[src/rtl/and_32bitw.sv]
// -----------------------------------------------------------------------------
// and_32bitw
//   Registered WIDTH-bit bitwise AND unit for the ALU datapath (o = a & b).
//   It has one output register stage. Both sides use a valid/ready handshake.
//   The unit also produces registered zero and all-ones flags for the
//   downstream branch and flag logic.
//
// Optional feature macro: AND_32BITW_PARITY_EN
//   When this macro is defined, the unit adds a registered even-parity output
//   (the XOR reduction of the captured result).
//
// Ports
//   clk       in   1      rising-edge clock
//   rst_n     in   1      synchronous active-low reset
//   a, b      in   WIDTH  operands
//   in_valid  in   1      operands valid this cycle
//   in_ready  out  1      unit can accept operands this cycle (combinational)
//   o         out  WIDTH  registered result a & b
//   out_valid out  1      o and the flags hold a valid result
//   out_ready in   1      consumer accepts the result this cycle
//   zero      out  1      registered flag: captured result is all zeros
//   ones      out  1      registered flag: captured result is all ones
//   parity    out  1      (AND_32BITW_PARITY_EN only) registered XOR of result
// -----------------------------------------------------------------------------
module and_32bitw #(
  parameter int unsigned WIDTH = 32
) (
  input  logic             clk,
  input  logic             rst_n,
  input  logic [WIDTH-1:0] a,
  input  logic [WIDTH-1:0] b,
  input  logic             in_valid,
  output logic             in_ready,
  output logic [WIDTH-1:0] o,
  output logic             out_valid,
  input  logic             out_ready,
  output logic             zero,
  output logic             ones
`ifdef AND_32BITW_PARITY_EN
  ,
  output logic             parity
`endif
);

  // Even parity of a result vector.
  function automatic logic calc_parity(input logic [WIDTH-1:0] v);
    calc_parity = ^v;
  endfunction

  // Flag helpers. They are kept as functions so that the flag encoding
  // lives in one place.
  function automatic logic is_all_zero(input logic [WIDTH-1:0] v);
    is_all_zero = ~(|v);
  endfunction

  function automatic logic is_all_ones(input logic [WIDTH-1:0] v);
    is_all_ones = &v;
  endfunction

  logic [WIDTH-1:0] o_q, o_d;
  logic             out_valid_q, out_valid_d;
  logic             zero_q, zero_d;
  logic             ones_q, ones_d;
  logic             parity_q, parity_d;
  logic             in_ready_s;
  logic             accept_s;
  logic [WIDTH-1:0] result_s;

  // Handshake decode. The stage is free when it is empty or when it is being
  // drained this cycle.
  always_comb begin
    in_ready_s = (~out_valid_q) | out_ready;
    accept_s   = in_valid & in_ready_s;
    result_s   = a & b;
  end

  // Next-state selection: accept (load), drain (clear valid only), or hold.
  always_comb begin
    o_d         = o_q;
    out_valid_d = out_valid_q;
    zero_d      = zero_q;
    ones_d      = ones_q;
    parity_d    = parity_q;
    if (accept_s) begin
      // Covers both the empty case and the simultaneous drain+accept case.
      o_d         = result_s;
      out_valid_d = 1'b1;
      zero_d      = is_all_zero(result_s);
      ones_d      = is_all_ones(result_s);
      parity_d    = calc_parity(result_s);
    end else if (out_valid_q && out_ready) begin
      // Drain without a replacement: the data and flags keep their stale values.
      out_valid_d = 1'b0;
    end else begin
      // Stall or idle: everything holds.
      out_valid_d = out_valid_q;
    end
  end

  // Output register stage with synchronous active-low reset.
  always_ff @(posedge clk) begin
    if (!rst_n) begin
      o_q         <= {WIDTH{1'b0}};
      out_valid_q <= 1'b0;
      zero_q      <= 1'b0;
      ones_q      <= 1'b0;
      parity_q    <= 1'b0;
    end else begin
      o_q         <= o_d;
      out_valid_q <= out_valid_d;
      zero_q      <= zero_d;
      ones_q      <= ones_d;
      parity_q    <= parity_d;
    end
  end

  // Output drive. Everything except in_ready comes directly from flops.
  always_comb begin
    in_ready  = in_ready_s;
    o         = o_q;
    out_valid = out_valid_q;
    zero      = zero_q;
    ones      = ones_q;
  end

`ifdef AND_32BITW_PARITY_EN
  // Parity output is taken directly from its flop.
  always_comb begin
    parity = parity_q;
  end
`endif

endmodule

[config.mk]
export PLATFORM = sky130hd
export DESIGN_NAME = and_32bitw
export DESIGN_NICKNAME = d
export VERILOG_FILES = /design/src/rtl/and_32bitw.sv
export SDC_FILE = /design/constraint.sdc
export NUM_CORES = 1
export LEC_CHECK = 0
export CELL_PAD_IN_SITES_DETAIL_PLACEMENT = 1
export CELL_PAD_IN_SITES_GLOBAL_PLACEMENT = 1
export CORE_MARGIN = 1.5
export CORE_UTILIZATION = 27
export CTS_BUF_LIST = sky130_fd_sc_hd__clkbuf_8 sky130_fd_sc_hd__clkbuf_16
export CTS_CLUSTER_SIZE = 20
export DETAILED_ROUTE_END_ITERATION = 10
export PLACE_DENSITY = 0.85
export SLEW_MARGIN = 20
export SYNTH_ARGS = -nofsm -noshare
export SYNTH_HDL_FRONTEND = slang
export SYNTH_SLANG_ARGS = --single-unit
[constraint.sdc]
create_clock -name clk -period 1.62 [get_ports clk]
set_input_delay 0.162 -clock clk [delete_from_list [all_inputs] [get_ports clk]]
set_output_delay 0.162 -clock clk [all_outputs]
set_load 0.02 [all_outputs]
==> results of run 1 <==
==> worst reg2reg max path, stage by stage (launching register included) <==
cell and delay [ns]:
dfxtp_1 0.34, nand2b_4 0.09, and2_1 0.28, buf_4 0.21
nand3_1 0.08, a21boi_1 0.15
==> synthesized netlist by cell type <==
| cell type | number | area share |
|---|---|---|
| nor3_1 | 1 | 0.0030 |
| nand4_2 | 1 | 0.0075 |
| nand2_1 | 46 | 0.10 |
| nand2b_4 | 1 | 0.0082 |
| a22oi_1 | 7 | 0.031 |
| o21ai_1 | 1 | 0.0030 |
| and4_2 | 2 | 0.012 |
| inv_1 | 1 | 0.0022 |
| buf_6 | 5 | 0.034 |
| a21boi_1 | 30 | 0.13 |
| clkbuf_8 | 1 | 0.0082 |
| and4_1 | 2 | 0.010 |
| o31ai_2 | 1 | 0.0075 |
| nand2_2 | 1 | 0.0037 |
| nand4_1 | 13 | 0.049 |
| dfxtp_1 | 35 | 0.42 |
| a22o_1 | 1 | 0.0052 |
| nor4_1 | 5 | 0.019 |
| clkbuf_2 | 1 | 0.0030 |
| nand3_1 | 34 | 0.10 |
| clkbuf_1 | 2 | 0.0045 |
| and2_1 | 1 | 0.0037 |
| a21boi_0 | 3 | 0.013 |
| a221oi_2 | 1 | 0.0090 |
| buf_2 | 2 | 0.0060 |
==> power by group <==
group / total [mW] / internal (mW) / switching, mW
logic: 0.489 / 0.277 / 0.212
clock network: 0.653 / 0.334 / 0.319
registers: 0.911 / 0.893 / 0.0178
total: 2.05 / 1.50 / 0.548
==> final cells by class <==
cell class,count,area [um^2]
fill,713,3080
timing repair buffer,110,1110
multi-input combinational,151,878
sequential,35,701
tap,75,93.8
clock buffer,6,82.6
clock inverter,1,5.00
inverter,1,3.75
==> metrics by stage <==
| step | utilization | power, mW |
|---|---|---|
| after floorplan | - | 1.12 |
| after global placement | 0.468 | 1.42 |
| after detailed placement | 0.468 | 1.42 |
| after CTS | 0.482 | 2.08 |
| after global routing | 0.482 | 2.16 |
| final | 0.482 | 2.05 |
==> placed cells by master, fill, tap and decap left out, types with 2 or more instances in the layout <==
master,instances
a22oi_1,7
and4_1,2
buf_12,2
clkdlybuf4s50_1,103
buf_4,5
nor4_1,5
dfxtp_1,35
clkbuf_8,6
a21boi_1,30
and4_2,2
a21boi_0,3
nand3_1,34
nand4_1,13
nand2_1,46
==> worst min-delay path by stage <==
stage,startpoint,to,slack [ns],cells past startpoint
2_1_floorplan,in_valid,out_valid,0.30,2
3_3_place_gp,o[12],o[12],0.44,2
3_5_place_dp,o[12],o[12],0.45,2
4_1_cts,o[12],o[12],0.46,2
5_1_grt,b[11],o[11],0.47,3
6_report,o[21],o[21],0.46,2
==> flip-flops by register name (all words and copies together), names as in the netlist <==
register,count
ones,1
zero,1
o,32
out_valid,1
==> layer usage <==
layer,vias to the layer above,GRT usage,share of wire
met5,-,0,0
met2,62,0.328,0.50
met4,0,0.0356,0.0050
met1,906,0.204,0.43
li1,932,-,-
met3,4,0.0567,0.073
==> logic make-up (layout without fill, tap and decap cells) <==
family	Yosys count	after routing	synth area share
buf+inv	12	118	0.0575
simple gates	107	107	0.320
flops	35	35	0.418
compound gates	44	44	0.204
==> impl_metrics.json, run 1 <==
{
  "startpoint": "out_ready",
  "synth_cells": 198,
  "timing.hold.ws_ns": 0.456,
  "vias": 1904,
  "yosysWarnings": 0,
  "grt_max_degree": 35,
  "fin_nets": 372,
  "gp_congestion": 0.724,
  "post_cts_buffers": 0,
  "worstPathRequired_ns": 1.46,
  "rows": 28,
  "crit_path_end_kind": "primary output",
  "grt_use_total": 0.180,
  "slowest_delay_ns": 0.61,
  "hold_path.class": "reg -> reg",
  "drc_errors": 0,
  "grt-ovfl-total": 0,
  "cap_violations": 0,
  "critPathMostFrequentCell": "clkdlybuf4s50_1",
  "fin_crit_sh": 0.938,
  "crit_buf_inv": 2,
  "avgRoutedWirePerCell_um": 15.3,
  "setup_viol": 0,
  "worstSetupPathType": "in -> out",
  "crit_path_end": "in_ready",
  "ys_seq_elements": 35,
  "die_y_um": 81.8,
  "htree_levels": 2,
  "antenna_left": 0,
  "layout-drive-gt1-share": 0.0691,
  "hpwl_mm": 4.55,
  "drt_wl_total_mm": 5.80,
  "grt_antenna_before_repair": 0,
  "status": "complete, no violations",
  "fin_ws_ns": 0.101,
  "worstSkewPairLatency_ns": 0.28,
  "cp-start-kind": "primary input",
  "report.final.slew_viol_count": 0,
  "crit_arrival_ns": 1.36,
  "syn_area_um2": 1680,
  "r2r_slack_ns": 0.39,
  "clock.fmax_ghz": 0.658,
  "post-route-min-period_ns": 1.52,
  "io_pins": 104,
  "port-buffer-count": 103,
  "critical_path.cell_chain": "clkdlybuf4s50_1 > nand2b_4 > clkdlybuf4s50_1",
  "fin_cells": 379,
  "cp_slowest_cell": "clkdlybuf4s50_1",
  "worstMarginPinSlew_ns": 0.351,
  "path_depth": 3,
  "grt_pass1_wl_mm": 9.11,
  "coreArea_um2": 5960,
  "timing.rr.start": "out_valid",
  "crit_fanout": 4,
  "ff2ff_path_depth": 5,
  "start_util": 0.281,
  "cts_tree": "yes",
  "root_buffer": "clkbuf_8",
  "grt_pass1_vias": 1962,
  "cts_buffers": 5,
  "drt_first_pass_iters": 6,
  "clock_path_buffers": 2,
  "dpl_cell_area_um2": 2790,
  "leakagePower_nw": 1.01,
  "clock_sinks": 35,
  "syn-num-nets": 266,
  "dp.cells": 372,
  "finClkSkew_ns": 0.00590,
  "rsz0062_at_grt": "false",
  "die_w_um": 81.8,
  "synth-seq-area-share": 0.418,
  "first_iter_violations": 42,
  "crit_family": "buffers and inverters",
  "pwr_density_cell_nw_per_um2": 714,
  "ir_worst_vdd_v": 0.000277,
  "post-place-ws_ns": 0.0355,
  "yosysUniqueCellTypes": 25,
  "synth_area_per_cell_um2": 8.46,
  "r2r-end": "o[10]",
  "postCtsHoldBufs": 0,
  "fin_area_um2": 2870,
  "dieArea_um2": 6690,
  "area_growth_pct": 71.5,
  "slew_headroom": 0.764,
  "final-hold-violation-count": 0,
  "clk_pin_slew_ns": 0.07,
  "ctsResizeCount": 0,
  "tns_ns": 0,
  "antennaDiodeCount": 0,
  "viasPerCell": 5.02
}
Note: power is estimated with default switching activity, not from simulation.
==> run 2, diff against run 1 <==
Settings changed: PLACE_DENSITY 0.85 to 0.95.
==> run 2 against run 1 <==
Against the previous run: worst hold slack worse by 0.0052 ns; sequential power about the same; global-route usage up 0.27 points; fmax up 0.34%; largest power group unchanged.
==> impl_metrics.json, run 2 (same netlist as run 1, synthesis figures left out) <==
{
  "slew_headroom": 0.759,
  "gp_congestion": 0.691,
  "grt-ovfl-total": 0,
  "rsz0062_at_grt": "false",
  "antenna_left": 0,
  "drt_wl_total_mm": 5.85,
  "fin_util": 0.483,
  "htree_levels": 2,
  "setup_viol": 0,
  "finClkSkew_ns": 0.00651,
  "grt_pass1_wl_mm": 9.27,
  "ir_worst_vdd_v": 0.000362,
  "postCtsHoldBufs": 0,
  "clock_path_buffers": 2,
  "port-buffer-count": 103,
  "worstSetupPathType": "in -> out",
  "post-route-min-period_ns": 1.51,
  "status": "complete, no violations",
  "fin_nets": 371,
  "antennaDiodeCount": 0,
  "post_cts_buffers": 0,
  "final_cell_mix": "clkdlybuf4s50_1 (103), nand2_1 (46), dfxtp_1 (35)",
  "die_w_um": 81.8,
  "cts_tree": "yes",
  "p_total_mw": 2.09,
  "grt_pass1_vias": 2039,
  "clock_sinks": 35,
  "drc_errors": 0,
  "crit_path_end_kind": "primary output",
  "root_buffer": "clkbuf_8",
  "rows": 28,
  "worstMarginPinSlew_ns": 0.359,
  "grt_antenna_before_repair": 0,
  "fin_crit_sh": 0.935,
  "dieArea_um2": 6690,
  "crit_fanout": 4,
  "largest_reg_flops": 32,
  "ctsResizeCount": 0,
  "hold_path.class": "reg -> reg",
  "leakagePower_nw": 1.01,
  "final-hold-violation-count": 0,
  "cap_violations": 0,
  "clk_pin_slew_ns": 0.06,
  "cp-start-kind": "primary input",
  "worstSkewPairLatency_ns": 0.28,
  "vias": 1923,
  "grt_max_degree": 35,
  "layout-drive-gt1-share": 0.0658,
  "first_iter_violations": 39,
  "cts_buffers": 5,
  "avgRoutedWirePerCell_um": 15.4,
  "coreArea_um2": 5960,
  "grt_use_total": 0.182,
  "pwr_density_cell_nw_per_um2": 725,
  "mostFrequentLayoutCell": "clkdlybuf4s50_1",
  "crit_arrival_ns": 1.35,
  "drt_first_pass_iters": 4,
  "hpwl_mm": 4.61,
  "start_util": 0.281,
  "clock.fmax_ghz": 0.660,
  "viasPerCell": 5.07,
  "area_growth_pct": 71.8,
  "die_y_um": 81.8,
  "worstPathRequired_ns": 1.46,
  "report.final.slew_viol_count": 0,
  "io_pins": 104
}
run 2: routing by layer:
metal	GRT usage	part of all wire	vias to the layer above
li1	-	-	933
met1	0.201	0.41	911
met2	0.337	0.51	69
met3	0.0600	0.076	10
met4	0.0390	0.0099	0
met5	0	0	-
run 2: area by class of cell:
cell class              count  area (um^2)
clock buffers               7         96.3
clock inverters             1         3.75
fillers                   713         3080
inverters                   1         3.75
multi-input cells         151          878
flip-flops and latches     35          701
well taps                  75         93.8
repair buffers            109         1100
run 2: critical path: stages:
cell,delay [ns]
clkdlybuf4s50_1,0.46
nand2b_4,0.13
clkdlybuf4s50_1,0.60
run 2: final timing paths:
kind	to	from	cells past startpoint	slack, ns
setup / recovery	in_ready	out_ready	3	0.11
hold / removal	o[15]	o[15]	2	0.45
setup reg to reg	o[30]	out_valid	5	0.37
hold reg to reg	o[15]	o[15]	2	0.45
run 2: power breakdown:
| part | leakage (nW) | switching, mW | internal [mW] |
|---|---|---|---|
| Combinational | 0.672 | 0.211 | 0.274 |
| Sequential | 0.285 | 0.0176 | 0.893 |
| Clock | 0.0557 | 0.308 | 0.382 |
run 2: per-stage QoR:
stage | setup TNS [ns] | instance area, um^2 | setup WS (ns) | std cells | hold WS [ns]
floorplan | 0 | 1680 | 0.368 | 198 | 0.301
global placement | -0.00432 | 2780 | -0.00432 | 371 | 0.441
detailed placement | -0.0625 | 2780 | -0.0625 | 371 | 0.447
CTS | 0 | 2880 | 0.0968 | 379 | 0.456
global route | 0 | 2880 | 0.0564 | 379 | 0.475
finish | 0 | 2880 | 0.106 | 379 | 0.451
